`src/rtl/entropy_oht_if.sv`:
```
// Bus between one entropy lane and its online health test block.
interface entropy_oht_if;
    logic bit_in;
    logic bit_valid;
    logic clear;
    logic bit_out;
    logic bit_out_valid;
    logic healthy;
    logic rct_fail;
    logic apt_fail;

    modport master (
        output bit_in, bit_valid, clear,
        input  bit_out, bit_out_valid, healthy, rct_fail, apt_fail
    );

    modport slave (
        input  bit_in, bit_valid, clear,
        output bit_out, bit_out_valid, healthy, rct_fail, apt_fail
    );
endinterface

```
`src/rtl/entropy_oht.sv`:
```
// Online health test for a raw entropy lane: repetition-count test (RCT)
// and adaptive-proportion test (APT). Bits pass through with one cycle of
// latency and are only marked valid while the source is judged healthy.
module entropy_oht #(
    parameter int RCT_CUTOFF = 32,
    parameter int APT_WINDOW = 512,
    parameter int APT_CUTOFF = 410
) (
    input  logic          clk,
    input  logic          rst_n,
    entropy_oht_if.slave  bus
);
    localparam int RW = $clog2(RCT_CUTOFF + 1);
    localparam int AW = $clog2(APT_WINDOW + 1);
    localparam logic [RW-1:0] RUN_MAX   = RW'(RCT_CUTOFF);
    localparam logic [AW-1:0] WIN_LEN   = AW'(APT_WINDOW);
    localparam logic [AW-1:0] MATCH_MAX = AW'(APT_CUTOFF);

    typedef enum logic [1:0] {WARMUP, HEALTHY, FAILED} state_t;

    state_t        state, state_nxt;
    logic [RW-1:0] run, run_nxt;
    logic [AW-1:0] idx, idx_nxt;
    logic [AW-1:0] match, match_nxt;
    logic          last_bit, ref_bit;
    logic          rct_fail, apt_fail;
    logic          bit_out, bit_out_valid;
    logic          proc, win_start, rct_hit, apt_hit;

    // A same-cycle clear always wins over a valid sample.
    assign proc      = bus.bit_valid & ~bus.clear;
    // idx==0 only right after reset/clear; idx==WIN_LEN means the last window closed.
    assign win_start = (idx == '0) || (idx == WIN_LEN);

    // Next values of the run and window counters for a processed sample.
    always_comb begin
        run_nxt   = run;
        idx_nxt   = idx;
        match_nxt = match;
        rct_hit   = 1'b0;
        apt_hit   = 1'b0;
        if (proc) begin
            // run==0 marks "no previous sample", so the first bit starts a run of 1.
            if (run == '0 || bus.bit_in != last_bit)
                run_nxt = RW'(1);
            else if (run != RUN_MAX)
                run_nxt = run + RW'(1);

            if (win_start) begin
                idx_nxt   = AW'(1);
                match_nxt = AW'(1);
            end else begin
                idx_nxt = idx + AW'(1);
                if (bus.bit_in == ref_bit)
                    match_nxt = match + AW'(1);
            end

            rct_hit = (run_nxt == RUN_MAX);
            apt_hit = (match_nxt == MATCH_MAX);
        end
    end

    // Health state transitions; FAILED is left only through clear or reset.
    always_comb begin
        state_nxt = state;
        if (bus.clear) begin
            state_nxt = WARMUP;
        end else if (proc) begin
            if (rct_hit || apt_hit)
                state_nxt = FAILED;
            else if (state == WARMUP && idx_nxt == WIN_LEN && !rct_fail && !apt_fail)
                state_nxt = HEALTHY;
        end
    end

    // State register.
    always_ff @(posedge clk or negedge rst_n) begin
        if (!rst_n) state <= WARMUP;
        else        state <= state_nxt;
    end

    // Counters, reference bits, sticky flags and the pass-through bit.
    always_ff @(posedge clk or negedge rst_n) begin
        if (!rst_n) begin
            run           <= '0;
            idx           <= '0;
            match         <= '0;
            last_bit      <= 1'b0;
            ref_bit       <= 1'b0;
            rct_fail      <= 1'b0;
            apt_fail      <= 1'b0;
            bit_out       <= 1'b0;
            bit_out_valid <= 1'b0;
        end else if (bus.clear) begin
            run           <= '0;
            idx           <= '0;
            match         <= '0;
            last_bit      <= 1'b0;
            ref_bit       <= 1'b0;
            rct_fail      <= 1'b0;
            apt_fail      <= 1'b0;
            bit_out_valid <= 1'b0;
        end else if (proc) begin
            run      <= run_nxt;
            idx      <= idx_nxt;
            match    <= match_nxt;
            last_bit <= bus.bit_in;
            if (win_start) ref_bit <= bus.bit_in;
            rct_fail <= rct_fail | rct_hit;
            apt_fail <= apt_fail | apt_hit;
            bit_out  <= bus.bit_in;
            // Only samples taken entirely inside HEALTHY are trusted: the sample
            // that closes warmup and the sample that trips a test are both withheld.
            bit_out_valid <= (state == HEALTHY) && (state_nxt == HEALTHY);
        end else begin
            bit_out_valid <= 1'b0;
        end
    end

    assign bus.bit_out       = bit_out;
    assign bus.bit_out_valid = bit_out_valid;
    assign bus.healthy       = (state == HEALTHY);
    assign bus.rct_fail      = rct_fail;
    assign bus.apt_fail      = apt_fail;
endmodule

```
`src/flat_wrapper.sv`:
```
// flat-port wrapper written by rule: the top's interface ports become plain ports
module entropy_oht_flat 
#(
    parameter int RCT_CUTOFF = 32,
    parameter int APT_WINDOW = 512,
    parameter int APT_CUTOFF = 410
)
  (clk, rst_n, bus_bit_in, bus_bit_valid, bus_clear, bus_bit_out, bus_bit_out_valid, bus_healthy, bus_rct_fail, bus_apt_fail);
  entropy_oht_if bus_i ();
  input  logic clk;
  input  logic rst_n;
  input wire logic [$bits(bus_i.bit_in)-1:0] bus_bit_in;
  input wire logic [$bits(bus_i.bit_valid)-1:0] bus_bit_valid;
  input wire logic [$bits(bus_i.clear)-1:0] bus_clear;
  output wire logic [$bits(bus_i.bit_out)-1:0] bus_bit_out;
  output wire logic [$bits(bus_i.bit_out_valid)-1:0] bus_bit_out_valid;
  output wire logic [$bits(bus_i.healthy)-1:0] bus_healthy;
  output wire logic [$bits(bus_i.rct_fail)-1:0] bus_rct_fail;
  output wire logic [$bits(bus_i.apt_fail)-1:0] bus_apt_fail;
  assign bus_i.bit_in = bus_bit_in;
  assign bus_i.bit_valid = bus_bit_valid;
  assign bus_i.clear = bus_clear;
  assign bus_bit_out = bus_i.bit_out;
  assign bus_bit_out_valid = bus_i.bit_out_valid;
  assign bus_healthy = bus_i.healthy;
  assign bus_rct_fail = bus_i.rct_fail;
  assign bus_apt_fail = bus_i.apt_fail;
  entropy_oht #(.RCT_CUTOFF(RCT_CUTOFF), .APT_WINDOW(APT_WINDOW), .APT_CUTOFF(APT_CUTOFF)) u_core (.clk(clk), .rst_n(rst_n), .bus(bus_i));
endmodule
```
`config.mk`:
```
export PLATFORM = sky130hd
export DESIGN_NAME = entropy_oht_flat
export DESIGN_NICKNAME = d
export VERILOG_FILES = /design/src/rtl/entropy_oht_if.sv /design/src/rtl/entropy_oht.sv /design/src/flat_wrapper.sv
export SDC_FILE = /design/constraint.sdc
export NUM_CORES = 1
export LEC_CHECK = 0
export ABC_AREA = 1
export BUFFER_PORTS_ARGS = -buffer_cell sky130_fd_sc_hd__buf_2
export CORE_MARGIN = 2
export CORE_UTILIZATION = 45
export DETAILED_ROUTE_END_ITERATION = 12
export GPL_ROUTABILITY_DRIVEN = 1
export SYNTH_ARGS = -nofsm -noshare
export SYNTH_HDL_FRONTEND = slang
export SYNTH_SLANG_ARGS = --single-unit
```
`constraint.sdc`:
```
create_clock -name clk -period 2.25 [get_ports clk]
set_clock_uncertainty 0.05 [all_clocks]
set_input_delay 0.45 -clock clk [delete_from_list [all_inputs] [get_ports clk]]
set_output_delay 0.45 -clock clk [all_outputs]
set_load 0.02 [all_outputs]
```
==> impl_results.md, run 1 <==
- CP Data Arrival Time: a little over 2000 ps
- Post-Synth XOR/XNOR Area: around 3.3%
- Post-Synth Simple-Gate Area: 37.4%
- Commonest non-fill, non-tap cell in the layout: nand2_1
- Worst-Margin Slew: 796 ps
- Worst-case clock buffer depth: 2
- Pleak: 0.00112 µW
- Core Rows: 25
- Antenna Nets Post-Route: 0
- 1st-iter DRT viols: 104
- Distinct cells, synth: 26
- Total routed wirelength: approximately 4800 µm
- Fmax: 521 MHz
- CP max FO: 5
- Die W: between 70 and 80 µm
- Pwr/cell area: 582 nW/µm²
- Commonest non-fill, non-tap cells in the layout: nand2_1, nor2_1, nand3_1
- CP Capture Type: flop
- Adder-Cell Fraction of Synth Area: roughly 2.9%
- Final net count: around 320
- Period minus WS final: 1920 ps
- DP HPWL: 3450 µm
- Synth Register Bits: 34
- Vias per inst: between 5 and 6
- R2R Path Start: u_core.match[1]
- Clock slew at reported path FFs: approximately 80 ps
- Final hold slack: ~190 ps
- Number of global-route vias before repair: ~1,800
- Post-synthesis mux area share: 0%
- # clock sinks: 34
- CTS Root Cell: clkbuf_8
- Initial Util: about 46%
- Core box area: between 4000 and 5000 µm²
- Gr usage total: approximately a fifth
- Setup WS pre-CTS: roughly 290 ps
- CTS H-Tree Depth: 2
- Routed WL per cell: between 10 and 15 µm
- VDD IR max: around 300 µV
- Max Cap Violations: 0
- Filler instances: between 400 and 500
- Cell count after synthesis: about 300
- Resize count post-CTS: 0
- Hold Buf Count CTS: 0
- Die Ht: 73.0 µm
- Setup tns final: 0 ps
- # DRC: 0
- First-pass GRT wire length: 8220 µm
- Routability congestion estimate: a little under 0.9
- Post-Synthesis Net Count: roughly 310
- Crit. Startpoint: u_core.match[1]
- Mapped Avg Cell Area: between 7 and 8 µm²
- GRT overflow: 0
- ANT cells: 0
- Clk_lat worst skew: 290 ps
- IO Pins: 10
- Clock buffers created by TritonCTS: 5
- RSZ-0062 raised after global routing: false
- Die area: roughly 5300 µm²
- Area Growth Syn to Fin: 8.53%
- Status: complete, no violations
- Cell Area, Synth: 2140 µm²
- Port Buf Inserts: 9
- Hold Path Class: primary input to async pin
- Final Hold Vio Count: 0
- Vias after detailed routing: approximately 1,900
- Met2 Resource Use GR: between 30% and 40%
- Setup Buffers After CTS: 0
- Post-synthesis compound-gate area fraction: 7.36%
- Setup WS post-layout: about 330 ps
- Syn. warnings: 0
- Kind of critical path: flop to flop
- Startpoint types: flop
- Largest family of logic cells by synthesized area: simple AND/OR/NAND/NOR gates
- Crit path required time: about 2400 ps
- Initial antenna violation count: 0
- CTS tree: built
- Most Crowded Layer GR: met2
- Final slew viol count: 0
- Routing usage on met1: roughly 29%
- Seq/Total Area, Yosys: a little under 40%
- Share of cells above drive strength 1: 13.1%
- Met3 Use GR: under 10%
- Final period utilization: a little under nine tenths
- Tot Pwr: ~1400 µW
- First-pass DRT Iterations: 4
- Rel. slew slack: a little under half
- Largest net degree at the start of global routing: 35
- Final setup violation count: 0
-- routing by layer --
metal | part of all wire, % | routed length (µm)
met3 | 2.9 | 140
met5 | 0 | 0
met4 | 2.3 | 108
met2 | 43 | 2030
met1 | 52 | 2470
-- power by group --
group / total, µW / switching, µW / internal [µW]
sequential: 637 / 12.8 / 624
clock: 559 / 233 / 326
combinational: 157 / 114 / 42.6
total: 1350 / 359 / 993
-- final timing paths --
path | end | slack [ps] | cells after the start
max | u_core.state[0] | 330 | 10
min in group clk | u_core.bus.bit_out | 430 | 2
max in group asynchronous | u_core.idx[6] | 1450 | 1
min | u_core.run[5] | 190 | 1
max reg2reg | u_core.state[0] | 330 | 10
min reg2reg | u_core.bus.bit_out | 430 | 2
-- metrics by stage --
stage / area [µm²] / std cells / util, %
3_5_place_dp: 2220 / 358 / 47.5
2_1_floorplan: 2140 / 299 / -
4_1_cts: 2320 / 366 / 49.9
3_3_place_gp: 2220 / 358 / 47.5
5_1_grt: 2320 / 366 / 49.9
6_report: 2320 / 366 / 49.9
-- cell families (layout without fill, tap and decap cells) --
kind of cell,count (synthesis),count (layout)
xor+xnor,8,8
fa+ha+maj,5,5
simple gates,180,180
flops,34,34
buf+inv,44,57
compound gates,28,28
-- Yosys cell counts --
library cell,instances,area (µm²)
nand2_1,79,297
nor2_1,42,158
nand3_1,39,195
dfrtp_1,34,851
inv_1,31,116
o21ai_0,14,70.1
o22ai_1,8,50.1
xor2_1,7,61.3
ha_1,5,62.6
inv_2,5,18.8
nor2_2,5,31.3
buf_6,4,45.0
nand2_2,4,25.0
nand3_2,4,40.0
nand4_1,4,25.0
a21oi_1,2,10.0
nor3_2,2,20.0
o21bai_1,2,15.0
buf_2,1,5.00
clkbuf_1,1,3.75
clkinv_1,1,3.75
inv_4,1,6.26
nor2_4,1,11.3
o211ai_1,1,7.51
o21ai_1,1,5.00
xnor2_1,1,8.76
-- registers in the layout, indices dropped and copies added, names as in the netlist --
name,count
u_core.bus.apt_fail,1
u_core.bus.bit_out,1
u_core.bus.bit_out_valid,1
u_core.bus.rct_fail,1
u_core.idx,10
u_core.last_bit,1
u_core.match,10
u_core.ref_bit,1
u_core.run,6
u_core.state,2
-- worst max-delay path, stage by stage, from the launching register on --
cell	delay (ps)
dfrtp_1	430
ha_1	230
inv_1	70
nor3_2	320
nand3_1	110
nand2_1	150
nand2_1	70
nor2_1	110
nand3_2	130
nand3_1	100
nor2_2	40
-- final cells by class --
class / instances / area (µm²) / area share (%)
multi-input combinational: 221 / 1090 / 47.0
sequential: 34 / 851 / 36.6
inverter: 38 / 145 / 6.24
clock buffer: 5 / 68.8 / 2.96
tap: 54 / 67.6 / 2.91
timing repair buffer: 11 / 60.1 / 2.58
clock inverter: 3 / 40.0 / 1.72
Power figures use the tool's default switching activity.
==> inputs of run 2 (changes only) <==
Settings changed: CTS_BUF_LIST from default to sky130_fd_sc_hd__clkbuf_8, PLACE_DENSITY_LB_ADDON from default to 0.3.
==> run 2 against run 1 <==
Effect of this change:
- clock power rose by 2%
- clock-buffer cell count did not move
- routed wire length fell by 2.7%
- sequential power barely moved
- worst hold slack got worse by 24 ps
- largest cell class unchanged
==> impl_results.md, run 2 (synthesis gave the netlist of run 1 again) <==
- VDD IR max: 266 µV (was 295 µV)
- Commonest non-fill, non-tap cells in the layout: nand2_1, nor2_1, nand3_1 (unchanged)
- Hold Path Class: primary input to async pin (unchanged)
- Die W: 73.0 µm (unchanged)
- Vias after detailed routing: 1,922 (was 1,899)
- CTS tree: built (unchanged)
- Crit path required time: 2430 ps (was 2390 ps)
- Vias per inst: 5.25 (was 5.19)
- CTS Root Cell: clkbuf_8 (unchanged)
- Clk_lat worst skew: 290 ps (about the same)
- First-pass DRT Iterations: 4 (unchanged)
- Worst r2r path cells: 12 (was 10)
- Core box area: 4660 µm² (unchanged)
- Startpoint types: flop (unchanged)
- Core Rows: 25 (unchanged)
- Worst R2R Setup Slack: 400 ps (was 330 ps)
- CP peak stage delay: 420 ps (was 430 ps)
- Share of cells above drive strength 1: 13.1% (unchanged)
- Number of global-route vias before repair: 1,803 (was 1,792)
- Clock buffers created by TritonCTS: 5 (unchanged)
- Largest net degree at the start of global routing: 35 (unchanged)
- Clock slew at reported path FFs: 80 ps (about the same)
- Final period utilization: 82.1% (was 85.3%)
- CP max FO: 4 (was 5)
- Max Cap Violations: 0 (unchanged)
- Final slew viol count: 0 (unchanged)
- Initial Util: 46.0% (unchanged)
- RSZ-0062 raised after global routing: false (unchanged)
- Routability congestion estimate: 0.924 (was 0.876)
- Final setup violation count: 0 (unchanged)
- R2R Path Start: u_core.run[0] (was u_core.match[1])
- Gr usage total: 19.9% (was 20.2%)
- Period minus WS final: 1850 ps (was 1920 ps)
- Total routed wirelength: 4630 µm (was 4750 µm)
- Largest registers: u_core.idx: 10 flops, u_core.match: 10 flops, u_core.run: 6 flops (unchanged)
- # clock sinks: 34 (unchanged)
- IO Pins: 10 (unchanged)
- Rel. slew slack: 49.8% (was 46.9%)
- Most common cell on crit path: nor2_1
- Reg-to-Reg End: u_core.state[0] (unchanged)
- Setup Buffers After CTS: 0 (unchanged)
- Commonest non-fill, non-tap cell in the layout: nand2_1 (unchanged)
- 1st-iter DRT viols: 122 (was 104)
- Routed WL per cell: 12.6 µm (was 13.0 µm)
- Status: complete, no violations (unchanged)
- CP max-delay cell: dfrtp_1 (unchanged)
- Initial antenna violation count: 0 (unchanged)
- GRT overflow: 0 (unchanged)
- CP Data Arrival Time: 2020 ps (was 2060 ps)
- Fin cells: 366 (unchanged)
- DP HPWL: 3480 µm (was 3450 µm)
- Crit path cell chain: inv_1, ha_1, nand2_1, nor2_1, nand3_1, inv_1, nor2_1, nor2_1, nor2_1, nand3_1, nand3_1, nor2_2 (was ha_1, inv_1, nor3_2, nand3_1, nand2_1, nand2_1, nor2_1, nand3_2, nand3_1, nor2_2)
- Placed Cells: 358 (unchanged)
- Fmax: 542 MHz (was 521 MHz)
- CP Capture Type: flop (unchanged)
- Pleak: 0.00111 µW (was 0.00112 µW)
- Kind of critical path: flop to flop (unchanged)
- Hold Buf Count CTS: 0 (unchanged)
- Final net count: 321 (unchanged)
- Filler instances: 440 (was 463)
- First-pass GRT wire length: 8000 µm (was 8220 µm)
- Pwr/cell area: 585 nW/µm² (was 582 nW/µm²)
- Worst-case clock buffer depth: 2 (unchanged)
- ANT cells: 0 (unchanged)
- # DRC: 0 (unchanged)
- Final Hold Vio Count: 0 (unchanged)
- Crit path max-delay family: simple AND/OR/NAND/NOR gates (unchanged)
- CTS H-Tree Depth: 2 (unchanged)
- Setup tns final: 0 ps (unchanged)
- Area Growth Syn to Fin: 8.76% (was 8.53%)
- Die area: 5330 µm² (unchanged)
- Worst-Margin Slew: 753 ps (was 796 ps)
- Antenna Nets Post-Route: 0 (unchanged)
- Resize count post-CTS: 0 (unchanged)
- Worst Path Buf+Inv: 2 (was 1)
- Port Buf Inserts: 9 (unchanged)
- Die Ht: 73.0 µm (unchanged)
==> run 2: cell types whose count changed in the layout (fill, tap and decap cells not counted) <==
cell,change
clkinvlp_4,+2
clkinv_2,-2
==> run 2: how the worst max path moves through the flow <==
stage,startpoint,to,depth (start not counted)
after floorplan,u_core.match[1],u_core.state[0],10
after global placement,bus_clear,u_core.state[0],10
after detailed placement,bus_clear,u_core.state[0],10
after CTS,u_core.run[0],u_core.state[0],12
after global routing,u_core.run[0],u_core.state[0],11
final,u_core.run[0],u_core.state[0],12
==> run 2: worst reg2reg max path, stage by stage (launching register included) <==
cell and delay [ps]:
dfrtp_1 420, inv_1 120, ha_1 150, nand2_1 50, nor2_1 130, nand3_1 170
inv_1 110, nor2_1 40, nor2_1 130, nor2_1 60, nand3_1 140, nand3_1 120
nor2_2 100
==> run 2: area by class of cell <==
type	instances	area, µm²	share of cell area, %
multi-input cells	221	1090	46.9
flip-flops and latches	34	851	36.5
inverters	38	145	6.23
clock buffers	5	68.8	2.95
well taps	54	67.6	2.90
repair buffers	11	60.1	2.58
clock inverters	3	45.0	1.93
==> run 2: layer usage <==
metal | wire (µm) | track usage (%) | vias up
met5 | 0 | 0 | -
met4 | 112 | 8.44 | 0
met3 | 155 | 4.97 | 11
met2 | 2230 | 32.1 | 34
met1 | 2130 | 25.2 | 897
li1 | - | - | 980
==> run 2: power by group <==
group	total, µW	internal, µW	switching [µW]
registers	637	624	13.0
clock network	569	329	240
logic	156	42.9	113
==> run 2: metrics by stage <==
step | power, µW | hold slack (ps) | util [%] | area, µm² | setup WS (ps)
after floorplan | 761 | 104 | - | 2140 | 681
after global placement | 804 | 445 | 47.5 | 2220 | 368
after global routing | 1430 | 252 | 50.0 | 2330 | 214
final | 1360 | 170 | 50.0 | 2330 | 403
after detailed placement | 805 | 422 | 47.5 | 2220 | 336
after CTS | 1380 | 198 | 50.0 | 2330 | 375
